### src/rtl/i2c_tx_shifter_if.sv
// Bus bundle between the I2C bus controller (master) and the byte transmit shifter (slave).
interface i2c_tx_shifter_if #(
  parameter int unsigned data_width = 8
) ();

  // Controller -> shifter
  logic                  load;
  logic [data_width-1:0] data_in;
  logic                  abort;
  logic                  scl_fall;
  logic                  scl_rise;
  logic                  sda_in;

  // Shifter -> controller
  logic                  sda_out;
  logic                  ready;
  logic                  busy;
  logic                  done;
  logic                  ack_rcvd;

  modport master (
    output load,
    output data_in,
    output abort,
    output scl_fall,
    output scl_rise,
    output sda_in,
    input  sda_out,
    input  ready,
    input  busy,
    input  done,
    input  ack_rcvd
  );

  modport slave (
    input  load,
    input  data_in,
    input  abort,
    input  scl_fall,
    input  scl_rise,
    input  sda_in,
    output sda_out,
    output ready,
    output busy,
    output done,
    output ack_rcvd
  );

endinterface

### src/rtl/i2c_tx_shifter.sv
// I2C parallel-in / serial-out byte transmitter. Drives one data bit per SCL low phase,
// releases SDA for the ninth clock and samples the receiver's ACK/NACK on that SCL rise.
// All outputs are registered; next-state values for every output are computed in one
// combinational process from the next FSM state.
module i2c_tx_shifter #(
  parameter int unsigned data_width = 8,
  parameter bit          msb_first  = 1'b1
) (
  input logic             clk,
  input logic             rst_,
  i2c_tx_shifter_if.slave bus
);

  localparam int unsigned CntW = $clog2(data_width);
  localparam logic [CntW-1:0] LastBit = CntW'(data_width - 1);

  typedef enum logic [1:0] {
    StIdle,
    StData,
    StAck,
    StDone
  } state_e;

  state_e                state_q, state_d;
  logic [data_width-1:0] shift_q, shift_d;
  logic [CntW-1:0]       bit_cnt_q, bit_cnt_d;
  logic                  rise_seen_q, rise_seen_d;  // ninth SCL rise already sampled
  logic                  ack_rcvd_q, ack_rcvd_d;
  logic                  sda_out_q, sda_out_d;
  logic                  ready_q, ready_d;
  logic                  busy_q, busy_d;
  logic                  done_q, done_d;

  logic                  rise_eff;

  // Bit currently presented on SDA: the end of the register nearest the shift direction.
  function automatic logic head_bit(input logic [data_width-1:0] v);
    return msb_first ? v[data_width-1] : v[0];
  endfunction

  // Move the register one position toward its head, zero filling the vacated end.
  function automatic logic [data_width-1:0] shift_once(input logic [data_width-1:0] v);
    return msb_first ? {v[data_width-2:0], 1'b0} : {1'b0, v[data_width-1:1]};
  endfunction

  // A simultaneous rise and fall is illegal; the fall is honoured and the rise dropped.
  assign rise_eff = bus.scl_rise & ~bus.scl_fall;

  // Next-state, datapath and registered-output next values.
  always_comb begin
    state_d     = state_q;
    shift_d     = shift_q;
    bit_cnt_d   = bit_cnt_q;
    rise_seen_d = rise_seen_q;
    ack_rcvd_d  = ack_rcvd_q;

    if (bus.abort) begin
      state_d     = StIdle;
      rise_seen_d = 1'b0;
      ack_rcvd_d  = 1'b0;
    end else begin
      unique case (state_q)
        StIdle: begin
          if (bus.load) begin
            shift_d     = bus.data_in;
            bit_cnt_d   = '0;
            ack_rcvd_d  = 1'b0;
            rise_seen_d = 1'b0;
            state_d     = StData;
          end
        end
        StData: begin
          // SCL rise needs no action here: the bit is simply held through SCL high.
          if (bus.scl_fall) begin
            if (bit_cnt_q == LastBit) begin
              rise_seen_d = 1'b0;
              state_d     = StAck;
            end else begin
              shift_d   = shift_once(shift_q);
              bit_cnt_d = bit_cnt_q + CntW'(1);
            end
          end
        end
        StAck: begin
          // A fall before the ninth rise belongs to the previous bit's tail and is ignored.
          if (bus.scl_fall && rise_seen_q) begin
            state_d = StDone;
          end else if (rise_eff && !rise_seen_q) begin
            ack_rcvd_d  = ~bus.sda_in;
            rise_seen_d = 1'b1;
          end
        end
        StDone: begin
          state_d = StIdle;
        end
        default: begin
          state_d = StIdle;
        end
      endcase
    end

    sda_out_d = (state_d == StData) ? head_bit(shift_d) : 1'b1;
    ready_d   = (state_d == StIdle);
    busy_d    = (state_d == StData) || (state_d == StAck);
    done_d    = (state_d == StDone);
  end

  // State and output registers; reset releases SDA immediately.
  always_ff @(posedge clk or negedge rst_) begin
    if (!rst_) begin
      state_q     <= StIdle;
      shift_q     <= '0;
      bit_cnt_q   <= '0;
      rise_seen_q <= 1'b0;
      ack_rcvd_q  <= 1'b0;
      sda_out_q   <= 1'b1;
      ready_q     <= 1'b1;
      busy_q      <= 1'b0;
      done_q      <= 1'b0;
    end else begin
      state_q     <= state_d;
      shift_q     <= shift_d;
      bit_cnt_q   <= bit_cnt_d;
      rise_seen_q <= rise_seen_d;
      ack_rcvd_q  <= ack_rcvd_d;
      sda_out_q   <= sda_out_d;
      ready_q     <= ready_d;
      busy_q      <= busy_d;
      done_q      <= done_d;
    end
  end

  assign bus.sda_out  = sda_out_q;
  assign bus.ready    = ready_q;
  assign bus.busy     = busy_q;
  assign bus.done     = done_q;
  assign bus.ack_rcvd = ack_rcvd_q;

endmodule

### src/flat_wrapper.sv
// flat-port wrapper written by rule: the top's interface ports become plain ports
module i2c_tx_shifter_flat 
#(
  parameter int unsigned data_width = 8,
  parameter bit          msb_first  = 1'b1
)
  (clk, rst_, bus_load, bus_data_in, bus_abort, bus_scl_fall, bus_scl_rise, bus_sda_in, bus_sda_out, bus_ready, bus_busy, bus_done, bus_ack_rcvd);
  i2c_tx_shifter_if #(.data_width(data_width)) bus_i ();
  input logic clk;
  input logic rst_;
  input wire logic [$bits(bus_i.load)-1:0] bus_load;
  input wire logic [$bits(bus_i.data_in)-1:0] bus_data_in;
  input wire logic [$bits(bus_i.abort)-1:0] bus_abort;
  input wire logic [$bits(bus_i.scl_fall)-1:0] bus_scl_fall;
  input wire logic [$bits(bus_i.scl_rise)-1:0] bus_scl_rise;
  input wire logic [$bits(bus_i.sda_in)-1:0] bus_sda_in;
  output wire logic [$bits(bus_i.sda_out)-1:0] bus_sda_out;
  output wire logic [$bits(bus_i.ready)-1:0] bus_ready;
  output wire logic [$bits(bus_i.busy)-1:0] bus_busy;
  output wire logic [$bits(bus_i.done)-1:0] bus_done;
  output wire logic [$bits(bus_i.ack_rcvd)-1:0] bus_ack_rcvd;
  assign bus_i.load = bus_load;
  assign bus_i.data_in = bus_data_in;
  assign bus_i.abort = bus_abort;
  assign bus_i.scl_fall = bus_scl_fall;
  assign bus_i.scl_rise = bus_scl_rise;
  assign bus_i.sda_in = bus_sda_in;
  assign bus_sda_out = bus_i.sda_out;
  assign bus_ready = bus_i.ready;
  assign bus_busy = bus_i.busy;
  assign bus_done = bus_i.done;
  assign bus_ack_rcvd = bus_i.ack_rcvd;
  i2c_tx_shifter #(.data_width(data_width), .msb_first(msb_first)) u_core (.clk(clk), .rst_(rst_), .bus(bus_i));
endmodule
### config.mk
export PLATFORM = sky130hd
export DESIGN_NAME = i2c_tx_shifter_flat
export DESIGN_NICKNAME = d
export VERILOG_FILES = /design/src/rtl/i2c_tx_shifter_if.sv /design/src/rtl/i2c_tx_shifter.sv /design/src/flat_wrapper.sv
export SDC_FILE = /design/constraint.sdc
export NUM_CORES = 1
export LEC_CHECK = 0
export BUFFER_PORTS_ARGS = -buffer_cell sky130_fd_sc_hd__buf_2
export CAP_MARGIN = 0
export CORE_MARGIN = 4
export CORE_UTILIZATION = 45
export CTS_CLUSTER_DIAMETER = 120
export CTS_CLUSTER_SIZE = 30
export DETAILED_ROUTE_END_ITERATION = 8
export GPL_TIMING_DRIVEN = 0
export HOLD_SLACK_MARGIN = 0.02
export PLACE_DENSITY = 0.64
export SLEW_MARGIN = 40
export SYNTH_ARGS = -nofsm -noshare
export SYNTH_HDL_FRONTEND = slang
export SYNTH_SLANG_ARGS = --single-unit
### constraint.sdc
create_clock -name clk -period 4.45 [get_ports clk]
set_input_delay 1.335 -clock clk [delete_from_list [all_inputs] [get_ports clk]]
set_output_delay 1.335 -clock clk [all_outputs]
set_load 0.1 [all_outputs]
==> impl_metrics.ini <==
[outcome]
run_status = finished clean

[worst_setup_path]
cp.required_ps = 3120
crit_type = reg -> out
worstPathArrival_ps = 1230
rr_worst_depth = 5
critPathLaunch = u_core.bus.sda_out
crit_slowest_cell = dfstp_2
r2r_start = u_core.bit_cnt_q[0]
crit_family = flip-flops
cp_max_fo = 1
crit_chain = buf_2
setup.worst_path.start_class = flip-flop
crit_buf_inv = 1
worst-path-stages = 1
cpPeakStageDelay_ps = 520
cp-end-kind = primary output

[cells_and_area]
antenna_cells = 0
fin_cells = 130
nFillCells = 168
layout-drive-gt1-share_pct = 34.0
layout.nets = 124
area_growth_syn_to_layout_pct = 15.1

[grt]
grt_antenna_before_repair = 0
track_usage_pct = 14.6
overflow = 0
grt_pass1_vias = 666
grt_max_degree = 20
grt_first_pass_wirelength_mm = 3.05

[yosys]
syn_area_um2 = 996
ys_top_cells_by_area = dfrtp_1 43%, mux2_2 7.9%, a22o_1 7.0%
synth_top_area_share_pct = 42.7
synth_seq_cells = 19
yosys_most_used_dff = dfrtp_1
synth_area_leader_cell = dfrtp_1
synth-edff-count = 0
synth.most_common_cell = dfrtp_1
seq_area_frac_synth_pct = 48.0
postSynthAreaPerCell_um2 = 12.3
async_flop_share_pct = 100
yosysWarningCount = 0
ys_types = 36
netlist_instances = 81
syn_nets = 101
synth_top_cells_by_count = 17 x dfrtp_1, 8 x a22o_1, 7 x mux2_2

[power]
p_clk_share_pct = 22.6
switching_share_pct = 29.4
irDropWorstVdd_v = 0.000178
seq_power_share_pct = 54.8
p_sw_w = 0.000111
powerDensity_nw_per_um2 = 328
leakagePower_nw = 0.554
p_comb_share_pct = 22.6
p_int_w = 0.000265

[timing]
tightest_slew_ps = 747
fin_crit_ps = 2570
timing.final.crit_share_pct = 57.7
slew_headroom_pct = 50.1
setup_viol = 0
hold_viol = 0
finClkSkew_ps = 5.92
drv_slew = 0
rsz0062_at_grt = no
fin_setup_tns_ps = 0
fmax_ghz = 0.390

[floorplan]
rows = 16
io_pins = 20
dieArea_um2 = 3030
die_h_um = 55.0
start_util_pct = 49.3
fp.dieW_um = 55.0
core-area_um2 = 2020

[clock_tree]
cts_root_buf = clkbuf_4
hold_buffers = 0
insertion_delay_ps = 290
cts_max_level = 1
cts_setup_buffers = 0
numCtsBuffers = 3
post_cts_resize_count = 0
cts_tree = done
path_clk_slew_ps = 100
cts_buffer_depth = 2
cts_sinks = 19

[worst_hold_path]
hold_path_class = reg -> reg
whs_path_depth = 1
min_from = u_core.shift_q[0]

[routing]
vias_per_cell = 5.57
via_count = 724
drc_errors = 0
totalWireLength_mm = 1.81
dr.pass1.iters = 4
ant_nets = 0
drt_iter0_drc = 4
wl_per_cell_um = 13.9

[placed_design]
dp_cells = 126
gp_congestion = 0.766
dp_hpwl_mm = 1.35
portBuffers = 18

[run]
drv_cap = 0
[logic make-up after synthesis]
kind of cell,count (synthesis),synth area share (%)
fa+ha+maj,5,6.28
compound gates,24,18.8
simple gates,21,16.0
mux,7,7.92
flops,19,48.0
buf+inv,5,3.02
[worst paths after layout]
check,end,slack (ps)
hold reg to reg,u_core.shift_q[0],500
min in group asynchronous,u_core.bus.ack_rcvd,950
hold / removal,u_core.shift_q[0],500
setup reg to reg,u_core.shift_q[1],2520
setup / recovery,bus_sda_out,1880
max in group asynchronous,u_core.bus.ready,3170
[metrics by stage]
step	setup slack (ps)	utilization [%]	total power, W	area, um2	hold slack (ps)
floorplan	2090	-	0.000272	996	451
global placement	1930	55.4	0.000293	1120	477
detailed placement	1920	55.4	0.000295	1120	481
CTS	1870	56.7	0.000380	1150	508
global route	1840	56.7	0.000397	1150	541
finish	1880	56.7	0.000376	1150	499
[registers in the layout, summed over array words and instances, names as in the netlist]
name and flops:
u_core.bus.sda_out 1, u_core.bus.busy 1, u_core.bus.done 1, u_core.shift_q 8, u_core.bit_cnt_q 3, u_core.rise_seen_q 1, u_core.bus.ack_rcvd 1, u_core.bus.ready 1
u_core.state_q 2
[cell usage in the layout (no fill, tap or decap), types with 2 or more instances in the layout]
| master | instances |
|---|---|
| nand4b_1 | 2 |
| dfrtp_1 | 17 |
| nor2b_1 | 2 |
| clkbuf_1 | 2 |
| inv_1 | 2 |
| a21oi_1 | 3 |
| mux2_2 | 7 |
| dfstp_2 | 2 |
| nand2b_1 | 2 |
| o21ai_0 | 2 |
| buf_2 | 18 |
| nand3_1 | 3 |
| ha_1 | 5 |
| a21o_1 | 3 |
| clkbuf_4 | 3 |
| a22o_1 | 8 |
[final cells by class]
type | instances | area (um2) | share of cell area (%)
inverter | 2 | 7.51 | 0.655
multi-input combinational | 57 | 488 | 42.6
buffer | 3 | 22.5 | 1.97
tap | 27 | 33.8 | 2.95
sequential | 19 | 478 | 41.7
timing repair buffer | 18 | 90.1 | 7.86
clock buffer | 4 | 26.3 | 2.29
[routing by layer]
metal	global-route usage (%)	vias up	wire, um
met2	21.7	22	735
met4	6.07	0	34
met5	0	-	0
met3	5.09	5	146
li1	-	356	-
met1	19.2	341	892
[power groups by stage]
| stage | logic [W] | registers (W) | clock network [W] |
|---|---|---|---|
| global placement | 0.0000837 | 0.000209 | 0 |
| global route | 0.0000940 | 0.000209 | 0.0000947 |
| finish | 0.0000850 | 0.000206 | 0.0000849 |
| detailed placement | 0.0000860 | 0.000209 | 0 |
| CTS | 0.0000860 | 0.000206 | 0.0000882 |
| floorplan | 0.0000456 | 0.000227 | 0 |
Note: power is estimated with default switching activity, not from simulation.
